==> src/rtl/n_term_loopback_pipe.sv <==
// rtl/n_term_loopback_pipe.sv - north-edge terminal tile with configurable loopback and strobe monitor
//
// Purpose:
//    Sits at the top of a RAM_IO column. Every incoming N* wire is turned back south on the
//    same index. The loopback path is selectable through ConfigBits:
//       00 combinational, 01 PIPE_DEPTH-registered, 10 tie-0, 11 tie-1.
//    A mode change drains the tile, which holds S*BEG at 0 for PIPE_DEPTH edges.
//    A monitor flags any multi-hot FrameStrobe pattern, using a sticky flag and a saturating
//    counter.
//
// Ports:
//    UserCLK / resetn             clock and asynchronous active-low reset
//    UserCLKo                     UserCLK passed through
//    FrameStrobe / FrameStrobe_O  config strobes passed through combinationally
//    ConfigBits                   loopback mode select
//    N1END, N2MID, N2END, N4END   incoming wires
//    S1BEG, S2BEG, S2BEGb, S4BEG  loopback outputs
//    StrobeErrClr                 synchronous clear of StrobeErr / StrobeErrCnt
//    StrobeErr, StrobeErrCnt      sticky multi-hot flag and saturating event count
module n_term_loopback_pipe #(
   parameter int MaxFramesPerCol = 20,
   parameter int N1_WIRES        = 4,
   parameter int N2_WIRES        = 8,
   parameter int N4_WIRES        = 16,
   parameter int PIPE_DEPTH      = 2,
   parameter int ERR_CNT_W       = 8
) (
   input  logic                       UserCLK,
   input  logic                       resetn,
   output logic                       UserCLKo,
   input  logic [MaxFramesPerCol-1:0] FrameStrobe,
   output logic [MaxFramesPerCol-1:0] FrameStrobe_O,
   input  logic [1:0]                 ConfigBits,
   input  logic [N1_WIRES-1:0]        N1END,
   input  logic [N2_WIRES-1:0]        N2MID,
   input  logic [N2_WIRES-1:0]        N2END,
   input  logic [N4_WIRES-1:0]        N4END,
   output logic [N1_WIRES-1:0]        S1BEG,
   output logic [N2_WIRES-1:0]        S2BEG,
   output logic [N2_WIRES-1:0]        S2BEGb,
   output logic [N4_WIRES-1:0]        S4BEG,
   input  logic                       StrobeErrClr,
   output logic                       StrobeErr,
   output logic [ERR_CNT_W-1:0]       StrobeErrCnt
);

   localparam int TOT_W = N1_WIRES + 2 * N2_WIRES + N4_WIRES;
   localparam int CNT_W = 3;

   localparam logic [0:0] ST_RUN   = 1'b0;
   localparam logic [0:0] ST_DRAIN = 1'b1;

   localparam logic [1:0] MODE_COMB = 2'b00;
   localparam logic [1:0] MODE_PIPE = 2'b01;
   localparam logic [1:0] MODE_TIE1 = 2'b11;

   logic [1:0]                      mode_q, mode_d;
   logic [0:0]                      state_q, state_d;
   logic [CNT_W-1:0]                drain_cnt_q, drain_cnt_d;
   logic [PIPE_DEPTH-1:0][TOT_W-1:0] pipe_q, pipe_d;
   logic                            err_q, err_d;
   logic [ERR_CNT_W-1:0]            err_cnt_q, err_cnt_d;
   logic [TOT_W-1:0]                n_bus;
   logic [TOT_W-1:0]                s_bus;
   logic                            multi;

   // Clock and strobes are plain feed-throughs; reset does not touch them.
   assign UserCLKo      = UserCLK;
   assign FrameStrobe_O = FrameStrobe;

   assign n_bus = {N4END, N2END, N2MID, N1END};

   // Clearing the lowest set bit leaves a non-zero value only when two or more bits are set.
   assign multi = (FrameStrobe & (FrameStrobe - MaxFramesPerCol'(1))) != '0;

   always_comb begin
      mode_d      = ConfigBits;
      state_d     = state_q;
      drain_cnt_d = drain_cnt_q;
      pipe_d[0]   = n_bus;
      for (int i = 1; i < PIPE_DEPTH; i++) begin
         pipe_d[i] = pipe_q[i-1];
      end
      if (ConfigBits != mode_q) begin
         // A mode change restarts the drain, even when a drain is already in progress.
         pipe_d      = '0;
         drain_cnt_d = CNT_W'(PIPE_DEPTH);
         state_d     = ST_DRAIN;
      end else if (state_q == ST_DRAIN && drain_cnt_q != '0) begin
         drain_cnt_d = drain_cnt_q - CNT_W'(1);
         if (drain_cnt_d == '0) begin
            state_d = ST_RUN;
         end
      end
   end

   always_comb begin
      err_d     = err_q;
      err_cnt_d = err_cnt_q;
      if (StrobeErrClr) begin
         // A clear that lands on a multi-hot edge still records that edge.
         err_d     = multi;
         err_cnt_d = multi ? ERR_CNT_W'(1) : '0;
      end else if (multi) begin
         err_d = 1'b1;
         if (err_cnt_q != '1) begin
            err_cnt_d = err_cnt_q + ERR_CNT_W'(1);
         end
      end
   end

   always_ff @(posedge UserCLK or negedge resetn) begin
      if (!resetn) begin
         mode_q      <= MODE_COMB;
         state_q     <= ST_DRAIN;
         drain_cnt_q <= CNT_W'(PIPE_DEPTH);
         pipe_q      <= '0;
         err_q       <= 1'b0;
         err_cnt_q   <= '0;
      end else begin
         mode_q      <= mode_d;
         state_q     <= state_d;
         drain_cnt_q <= drain_cnt_d;
         pipe_q      <= pipe_d;
         err_q       <= err_d;
         err_cnt_q   <= err_cnt_d;
      end
   end

   // The output is 0 throughout the drain, whatever the mode.
   always_comb begin
      s_bus = '0;
      if (state_q == ST_RUN) begin
         case (mode_q)
            MODE_COMB: s_bus = n_bus;
            MODE_PIPE: s_bus = pipe_q[PIPE_DEPTH-1];
            MODE_TIE1: s_bus = '1;
            default:   s_bus = '0;
         endcase
      end
   end

   assign {S4BEG, S2BEGb, S2BEG, S1BEG} = s_bus;
   assign StrobeErr    = err_q;
   assign StrobeErrCnt = err_cnt_q;

endmodule

==> config.mk <==
export PLATFORM = sky130hd
export DESIGN_NAME = n_term_loopback_pipe
export DESIGN_NICKNAME = d
export VERILOG_FILES = /design/src/rtl/n_term_loopback_pipe.sv
export SDC_FILE = /design/constraint.sdc
export NUM_CORES = 1
export LEC_CHECK = 0
export BUFFER_PORTS_ARGS = -buffer_cell sky130_fd_sc_hd__buf_2
export CAP_MARGIN = 20
export CORE_MARGIN = 2
export CORE_UTILIZATION = 42
export DETAILED_ROUTE_END_ITERATION = 12
export GPL_TIMING_DRIVEN = 0
export PLACE_DENSITY = 0.74
export RECOVER_POWER = 25
export SYNTH_ARGS = -nofsm -noshare
export SYNTH_HDL_FRONTEND = slang
export SYNTH_SLANG_ARGS = --single-unit
==> constraint.sdc <==
create_clock -name UserCLK -period 1.8 [get_ports UserCLK]
set_input_delay 0 -clock UserCLK [delete_from_list [all_inputs] [get_ports UserCLK]]
set_output_delay 0 -clock UserCLK [all_outputs]
set_load 0.01 [all_outputs]
==> results.py <==
metrics = {
    "global_routing": {
        "grt_pass1_vias": 3590,
        "grt_max_degree": 59,
        "antenna_found_initial": 0,
        "grt_pass1_wl_mm": 16.9,
        "grt_remaining_overflow": 0,
        "grtUsageTotal_pct": 21.2,
    },
    "outcome": {
        "status": "finished, violations left",
        "violations": "negative setup slack",
    },
    "yosys": {
        "synthAdderAreaFrac_pct": 1.72,
        "synth_compound_area_share_pct": 12.6,
        "synth_top_flop_cell": "dfrtp_1",
        "yosysTopAreaCellShare_pct": 52.3,
        "synth_simple_gate_area_share_pct": 22.9,
        "syn_area_mm2": 0.00407,
        "synth_xor_area_share_pct": 0.646,
        "synth.distinct_cells": 42,
        "syn_inst": 419,
        "synthArstFlopShare_pct": 100,
        "synth_area_leaders": "dfrtp_1, and2_1, o21ai_0, a21oi_1, nand2_1",
        "synth-edff-count": 0,
        "synth_fp_nets": 484,
        "yosysSeqAreaShare_pct": 53.6,
        "synth_area_per_cell_um2": 9.71,
        "synth_top_family_by_area": "simple AND/OR/NAND/NOR gates",
        "muxShareOfSynthArea_pct": 1.35,
        "yosysTopAreaCell": "dfrtp_1",
        "ys_ff_latch": 87,
        "yosys_warnings": 0,
    },
    "finish": {
        "fin_nets": 682,
        "final_util_pct": 66.2,
        "stdcell_count": 751,
        "fillers": 726,
        "final_layout_size_suffix_gt1_share_pct": 44.4,
        "n_antenna_cell": 0,
        "area_growth_syn_to_layout_pct": 51.8,
    },
    "critical_path": {
        "crit_path_start_kind": "flip-flop",
        "slowest_delay_ns": 0.45,
        "critPathCaptureType": "output pin",
        "crit_chain": "buf_8 -> nor2_4 -> buf_12 -> clkbuf_16 -> nand2_4 -> a21oi_2 -> buf_2",
        "worst_ep_arrival_time_ns": 1.84,
        "critPathBufInv": 4,
        "critical_path_class": "flip-flop to output pin",
        "worstPathRequired_ns": 1.80,
        "crit_fanout": 8,
        "slowest_stage": "dfrtp_2",
        "cp_top_family": "buffers and inverters",
    },
    "die": {
        "die_height_um": 102,
        "die_area_mm2": 0.0105,
        "core_area_mm2": 0.00933,
        "initial_utilization_pct": 43.6,
        "dieWidth_um": 102,
        "row_count": 35,
        "ioPinCount": 127,
    },
    "placement": {
        "placed_cells": 675,
        "gp_congestion": 0.831,
        "numPortBuffers": 126,
        "dp.final_hpwl_mm": 6.81,
    },
    "timing": {
        "min_period_ns": 1.84,
        "hold_violations": 0,
        "finalSetupTns_ns": -0.0836,
        "tightest_slew_ns": 1.41,
        "finalMaxSlewViolations": 0,
        "setup_slack_ns": -0.0414,
        "hold_slack_ns": 0.137,
        "setup_viol": 5,
        "fmax_ghz": 0.543,
        "finalCritPeriodShare_pct": 102,
        "fin_skew_ns": 0.0142,
        "rsz0062_at_grt": "yes",
        "slew_headroom_pct": 6.23,
    },
    "min_path": {
        "hold_class": "input pin to flip-flop",
    },
    "clock_tree": {
        "cts_tree": "done",
        "clk_latency_ns": 0.47,
        "clkTransAtPathRegs_ns": 0.09,
    },
    "route": {
        "drt_wl_total_mm": 11.2,
        "ant_nets": 0,
        "vias": 3695,
        "firstDrtPassIters": 4,
        "drtIter0Drc": 177,
        "routedWlPerCell_um": 14.9,
        "drc": 0,
        "via_per_inst": 4.92,
    },
    "job": {
        "timing.max_cap.violations": 0,
    },
    "power_and_ir_drop": {
        "p_per_area_mw_per_mm2": 716,
        "ir_worst_vdd_mv": 0.394,
        "p_leak_nw": 3.07,
    },
}
synth_stat cells, types with 2 or more instances:
cell type / n
a21boi_0: 2
o211ai_1: 2
a21oi_1: 39
nor2b_1: 3
and3_1: 2
dfstp_2: 2
or3_1: 2
nor3b_1: 2
maj3_1: 2
inv_1: 7
nor2_1: 18
ha_1: 4
mux2_1: 4
and2_1: 72
clkbuf_1: 23
dfrtp_1: 85
nor3_1: 13
buf_4: 21
and2b_1: 2
nand2_1: 44
nand2b_1: 2
xor2_1: 2
nand3_1: 6
o21ai_0: 42
cell families after synthesis:
kind of cell	after synthesis
compound gates	93
xor+xnor	3
fa+ha+maj	6
buf+inv	53
flops	87
mux	5
simple gates	172
path summary, 6_finish.rpt:
check	endpoint	cells after the start	startpoint	slack, ns
min in group asynchronous	pipe_q[71]	3	resetn	0.56
worst min-delay path	StrobeErr	5	FrameStrobe[19]	0.14
worst max-delay path	S4BEG[8]	7	mode_q[1]	-0.04
worst min register to register	pipe_q[65]	1	pipe_q[29]	0.45
max in group asynchronous	mode_q[1]	3	resetn	0.31
worst max register to register	StrobeErrCnt[2]	5	StrobeErrCnt[0]	0.09
final cells by class:
class                      instances  area (µm²)  share of cell area (%)
buffer                            44         350                    5.68
clock buffer                      13         170                    2.76
clock inverter                     7        72.6                    1.18
inverter                           7        26.3                   0.426
multi-input combinational        279        1960                    31.8
sequential                        87        2180                    35.3
tap                              129         161                    2.62
timing repair buffer             185        1250                    20.2
stage by stage:
step           setup slack (ns)  power, W  area [µm²]
6_report                -0.0414   0.00442        6170
5_1_grt                 -0.0942   0.00465        6170
4_1_cts                 -0.0254   0.00438        5780
3_5_place_dp             -0.521   0.00274        4890
3_3_place_gp             -0.492   0.00270        4860
2_1_floorplan            -0.184   0.00246        4070
sequential cells by signal, summed over array words and instances, names as in the netlist:
register	flops
drain_cnt_q	3
StrobeErr	1
StrobeErrCnt	8
state_q	1
pipe_q	72
mode_q	2
metal layers:
metal | GRT usage [%] | up-vias | part of all wire [%]
li1 | - | 1763 | -
met4 | 6.26 | 0 | 1.4
met3 | 5.06 | 14 | 4.4
met1 | 26.6 | 1808 | 42
met5 | 0 | - | 0
met2 | 36.5 | 110 | 52
cell usage in the layout, fill, tap and decap left out, types with 10 or more instances in the layout:
cell           count
buf_2            118
dfrtp_1           84
and2_1            72
dlygate4sd3_1     42
buf_4             31
a21oi_2           29
o21ai_0           27
nand2_4           19
nand2_1           17
nor2_1            16
o21ai_1           15
clkbuf_2          13
clkbuf_8          12
a21oi_1           10
nor3_1            10
worst reg2reg max path, delay by kind of cell (launching register included):
family / cells / cell delay (ns)
flip-flops: 1 / 0.48
adder cells (fa/ha/maj): 1 / 0.25
multiplexers: 1 / 0.31
AND/OR/NAND/NOR: 3 / 0.56
timing repair:
item	CTS	global route
endpoints found under the hold margin	129	0
pin swaps	14	45
endpoints found under the setup margin	40	91
hold buffers	42	0
gates resized for setup	48	125
buffers inserted	6	5
cloned	5	1
power breakdown:
group          total [W]  switching (W)  internal, W
clock            0.00157       0.000845     0.000727
sequential       0.00209      0.0000419      0.00205
combinational   0.000753       0.000395     0.000358
total            0.00442        0.00128      0.00313
Power figures use the tool's default switching activity.
